===== src/rtl/strb_pkg.sv =====
// Shared constants for the strobe scheduler: default widths and FSM state encodings.
package strb_pkg;

  localparam int unsigned PER_W_DEF = 16;
  localparam int unsigned CNT_W_DEF = 8;

  localparam logic [1:0] StIdle = 2'd0;
  localparam logic [1:0] StRun  = 2'd1;
  localparam logic [1:0] StDone = 2'd2;

endpackage


===== src/rtl/strb_div_core.sv =====
// Loadable period counter: counts 0..period-1 while enabled and flags the terminal count.
module strb_div_core
  import strb_pkg::*;
#(
  parameter int unsigned PER_W = PER_W_DEF
) (
  input  logic             clk,
  input  logic             rst_n,
  input  logic             clr,
  input  logic             en,
  input  logic [PER_W-1:0] period,
  output logic             tick
);

  logic [PER_W-1:0] cnt_q, cnt_d;

  // period is never 0 here, so period-1 cannot underflow
  assign tick = en && (cnt_q == (period - PER_W'(1)));

  always_comb begin
    cnt_d = cnt_q;
    if (clr) begin
      cnt_d = '0;
    end else if (en) begin
      cnt_d = tick ? '0 : cnt_q + PER_W'(1);
    end
  end

  always_ff @(posedge clk) begin
    if (!rst_n) begin
      cnt_q <= '0;
    end else begin
      cnt_q <= cnt_d;
    end
  end

endmodule


===== src/rtl/strb_sched.sv =====
// Runtime-programmable strobe scheduler (FSM, config registers, pulse counter).
// Optional start-phase delay is enabled by defining STRB_SCHED_PHASE_EN.
module strb_sched
  import strb_pkg::*;
#(
  parameter int unsigned PER_W = PER_W_DEF,
  parameter int unsigned CNT_W = CNT_W_DEF
) (
  input  logic             clk,
  input  logic             rst_n,
  input  logic             cfg_valid,
  output logic             cfg_ready,
  input  logic [PER_W-1:0] cfg_period,
  input  logic [CNT_W-1:0] cfg_count,
`ifdef STRB_SCHED_PHASE_EN
  input  logic [PER_W-1:0] cfg_phase,
`endif
  input  logic             start,
  input  logic             stop,
  output logic             strobe,
  output logic             busy,
  output logic             done
);

  logic [1:0]       state_q, state_d;
  logic [PER_W-1:0] period_q, period_in;
  logic [CNT_W-1:0] count_q, pulses_q, pulses_inc;
  logic             strobe_q, done_q;
  logic             cfg_fire, start_go, core_en, tick, fire, last;

  assign cfg_ready = (state_q == StIdle);
  assign cfg_fire  = cfg_valid && cfg_ready;
  assign start_go  = (state_q == StIdle) && start && !stop;
  assign period_in = (cfg_period == '0) ? PER_W'(1) : cfg_period;

`ifdef STRB_SCHED_PHASE_EN
  logic [PER_W-1:0] phase_q, phase_cnt_q;

  // Divider is held at zero until the phase delay has elapsed
  assign core_en = (state_q == StRun) && (phase_cnt_q == '0);

  always_ff @(posedge clk) begin
    if (!rst_n) begin
      phase_q     <= '0;
      phase_cnt_q <= '0;
    end else begin
      if (cfg_fire) phase_q <= cfg_phase;
      if (start_go) begin
        phase_cnt_q <= cfg_fire ? cfg_phase : phase_q;
      end else if ((state_q == StRun) && (phase_cnt_q != '0)) begin
        phase_cnt_q <= phase_cnt_q - PER_W'(1);
      end
    end
  end
`else
  assign core_en = (state_q == StRun);
`endif

  strb_div_core #(
    .PER_W (PER_W)
  ) u_div (
    .clk    (clk),
    .rst_n  (rst_n),
    .clr    (start_go),
    .en     (core_en),
    .period (period_q),
    .tick   (tick)
  );

  assign fire       = tick && !stop;
  assign pulses_inc = (&pulses_q) ? pulses_q : pulses_q + CNT_W'(1);
  assign last       = fire && (count_q != '0) && (pulses_inc == count_q);

  always_comb begin
    state_d = state_q;
    unique case (state_q)
      StIdle:  if (start_go) state_d = StRun;
      StRun: begin
        if (stop)      state_d = StIdle;
        else if (last) state_d = StDone;
      end
      StDone:  state_d = StIdle;
      default: state_d = StIdle;
    endcase
  end

  always_ff @(posedge clk) begin
    if (!rst_n) begin
      state_q  <= StIdle;
      period_q <= PER_W'(1);
      count_q  <= '0;
      pulses_q <= '0;
      strobe_q <= 1'b0;
      done_q   <= 1'b0;
    end else begin
      state_q  <= state_d;
      strobe_q <= fire;
      done_q   <= (state_q == StDone);
      if (cfg_fire) begin
        period_q <= period_in;
        count_q  <= cfg_count;
      end
      if (start_go)  pulses_q <= '0;
      else if (fire) pulses_q <= pulses_inc;
    end
  end

  assign strobe = strobe_q;
  assign busy   = (state_q == StRun);
  assign done   = done_q;

endmodule


===== config.mk =====
export PLATFORM = sky130hd
export DESIGN_NAME = strb_sched
export DESIGN_NICKNAME = d
export VERILOG_FILES = /design/src/rtl/strb_pkg.sv /design/src/rtl/strb_div_core.sv /design/src/rtl/strb_sched.sv
export SDC_FILE = /design/constraint.sdc
export NUM_CORES = 1
export LEC_CHECK = 0
export CAP_MARGIN = 20
export CORE_UTILIZATION = 40
export CTS_BUF_LIST = sky130_fd_sc_hd__clkbuf_4 sky130_fd_sc_hd__clkbuf_8 sky130_fd_sc_hd__clkbuf_16
export DETAILED_ROUTE_END_ITERATION = 8
export HOLD_SLACK_MARGIN = 0.03
export PLACE_DENSITY = 0.66
export SYNTH_ARGS = -nofsm -noshare
export SYNTH_HDL_FRONTEND = slang
export SYNTH_SLANG_ARGS = --single-unit

===== constraint.sdc =====
create_clock -name clk -period 6.6 [get_ports clk]
set_input_delay 1.65 -clock clk [delete_from_list [all_inputs] [get_ports clk]]
set_output_delay 1.65 -clock clk [all_outputs]
set_load 0.05 [all_outputs]

==> impl_metrics.yaml <==
cts:
  postCtsSetupBuffers: 0
  clock_sinks: 52
  clockRootBuffer: "clkbuf_8"
  cts_made_buffers: 5
  cts.clk_slew.worst_paths_ps: 90
  clock_latency_ps: 300
  clock_path_buffers: 2
  cts_hold_buf: 0
  cts_tree: "yes"
  cts_resized: 0
  htreeDepth: 2
worst_setup_path:
  cp_cell_sequence: "clkdlybuf4s50_1 > nand2_1 > a311oi_1 > a41o_1"
  critical_path.top_delay_family: "buffers and inverters"
  critPathBufInv: 1
  critPathSlowestCell: "clkdlybuf4s50_1"
  cp_slowest_stage_delay_ps: 1100
  critPathArrivalTime_ps: 3750
  crit_required_ps: 6840
  cp-end-kind: "flop"
  critPathMaxFanout: 30
  critPathLaunchType: "input port"
  rrSetupSlack_ps: 3450
  path_class: "input port to flop"
synthesis:
  synthArstFlopShare_pct: 0
  netlist.top_cell.by_area: "dfxtp_1"
  syn_inst: 370
  yosysSeqAreaShare_pct: 34.7
  avgSynthCellArea_um2: 8.11
  ys_ff_latch: 52
  syn_area_um2: 3000
  synth_top_flop_cell: "dfxtp_1"
  synth_top_cells_by_area: "dfxtp_1 (35%), nand2_1 (8.1%), xor2_1 (5.8%), a21boi_0 (5.8%), xnor2_1 (5.5%)"
  synth_cell_types: 60
  synth_top_area_share_pct: 34.7
  yosys_warnings: 0
  syn_nets: 402
  synth_edf_count: 0
floorplanning:
  io-pin-count: 33
  die_h_um: 88.6
  core.rowCount: 31
  core_um2: 7250
  die-area_um2: 7850
  start_util_pct: 41.4
  die_w_um: 88.6
route:
  drcViolationCount: 0
  wl_per_cell_um: 14.2
  vias_per_cell: 5.43
  ant_nets: 0
  dr.pass1.iters: 4
  drt_wl_total_mm: 7.01
  drtIter0Drc: 96
  vias: 2682
sta:
  tightest_slew_ps: 971
  fmax_mhz: 285
  finClkSkew_ps: 5.77
  holdWs_ps: 502
  fin_tns_setup_ps: 0
  setup_viol: 0
  slew_headroom_pct: 35.1
  drv_slew: 0
  finalCritPeriodShare_pct: 53.1
  hold_viol_final: 0
  period_minus_slack_ps: 3500
  rsz0062_at_grt: "no"
power:
  internal_power_w: 0.000456
  total_power_w: 0.000618
  switching_share_pct: 26.2
  ir_drop_v: 0.0000969
  switching_power_w: 0.000162
  power.leakage_nw: 1.23
  pwr_density_cell_nw_per_um2: 178
  clkPwrFrac_pct: 31.0
  p_seq_share_pct: 54.1
  comb_power_share_pct: 14.9
status:
  status: "finished, final reports clean"
final_layout:
  post-route-util_pct: 47.9
  fillers: 747
  final_cells: 494
  nets: 426
  insertedDiodeCount: 0
  area_growth_pct: 15.7
  layout-drive-gt1-share_pct: 6.33
placed_design:
  io_buffers: 32
  dp_cells: 485
  dp.final_hpwl_mm: 5.20
  gp_routability_congestion: 0.879
job:
  drv_cap: 0
grt:
  grt_pass1_wl_mm: 12.3
  antenna_found_initial: 0
  grt_max_degree: 31
  grt_use_total_pct: 20.1
  grt_overflow: 0
  grt_pass1_vias: 2711
hold_path:
  min_path_type: "flop to flop"
==> final timing paths <==
path,start,end,depth (start not counted)
max,rst_n,pulses_q[2],4
min,period_q[1],period_q[1],2
max reg2reg,period_q[0],pulses_q[3],10
min reg2reg,period_q[1],period_q[1],2
==> cell usage after synthesis, types with 2 or more instances <==
cell       n
nor3b_1    3
nand2_1   65
and4_1     3
nand3b_1   3
or4b_4     2
a21bo_2    2
inv_1      8
mux2i_1    4
buf_2      3
nor2_1    31
nand2b_1   2
and3_1     5
xnor2_1   19
dfxtp_1   52
or4_1      3
nor4_1     6
or2_2      2
o21ai_0   11
a21boi_0  23
xor2_1    20
a311oi_1   4
nor2b_1    2
or3_1      3
a211o_1    2
clkbuf_1  11
nor3_1     5
a21oi_1   11
nand3_1   15
nand4_1   12
buf_6      2
ha_1       3
and2_1     5
==> through the flow <==
stage	worst slack, ps	instance area, um^2
finish	3100	3470
global route	2760	3470
CTS	3080	3460
detailed placement	2770	3370
global placement	2810	3370
floorplan	3820	3000
==> worst register-to-register path, stage by stage (launching register included) <==
cell and delay (ps):
dfxtp_1 360, inv_1 70, ha_1 200, or4b_4 520, or4b_4 550, a211oi_2 250, o2111ai_1 190, nor4_2 260
clkbuf_4 280, a41oi_1 130, a311oi_1 250
==> final cells by class <==
type | count | area (um^2) | share of cell area [%]
Clock inverter | 1 | 7.51 | 0.216
Timing Repair Buffer | 33 | 328 | 9.44
Clock buffer | 7 | 90.1 | 2.59
Sequential cell | 52 | 1040 | 30.0
Inverter | 9 | 33.8 | 0.973
Multi-Input combinational cell | 293 | 1850 | 53.2
Tap cell | 99 | 124 | 3.57
==> logic make-up (layout without fill, tap and decap cells) <==
family | Yosys count | count (layout) | synth area share [%]
mux | 5 | 5 | 1.71
simple gates | 174 | 174 | 29.4
fa+ha+maj | 3 | 3 | 1.25
flops | 52 | 52 | 34.7
buf+inv | 25 | 50 | 3.75
xor+xnor | 39 | 39 | 11.4
compound gates | 72 | 72 | 17.8
==> power groups by stage <==
stage	combinational [W]	sequential [W]	clock [W]
floorplan	0.0000607	0.000338	0
global placement	0.0000895	0.000342	0
detailed placement	0.0000914	0.000342	0
CTS	0.0000920	0.000335	0.000197
global route	0.000104	0.000336	0.000207
finish	0.0000920	0.000335	0.000192
==> routing by layer <==
metal  vias up  global-route usage [%]  part of all wire [%]
met2        64                    35.0                    47
li1       1357                       -                     -
met5         -                       0                     0
met1      1248                    25.1                    47
met3        13                    2.99                   3.6
met4         0                    7.77                   2.4
==> state kept, by name, summed over array words and instances (netlist names) <==
name,flops
done,1
count_q,8
state_q,2
pulses_q,8
u_div.cnt_q,16
strobe,1
period_q,16
==> cells in the final DEF (no fill, tap or decap), types with 11 or more instances in the layout <==
master,instances
a21boi_0,23
a21oi_1,11
clkdlybuf4s50_1,32
dfxtp_1,52
nand2_1,65
nand3_1,15
nand4_1,12
nor2_1,31
o21ai_0,11
xnor2_1,19
xor2_1,20
Note: power is estimated with default switching activity, not from simulation.
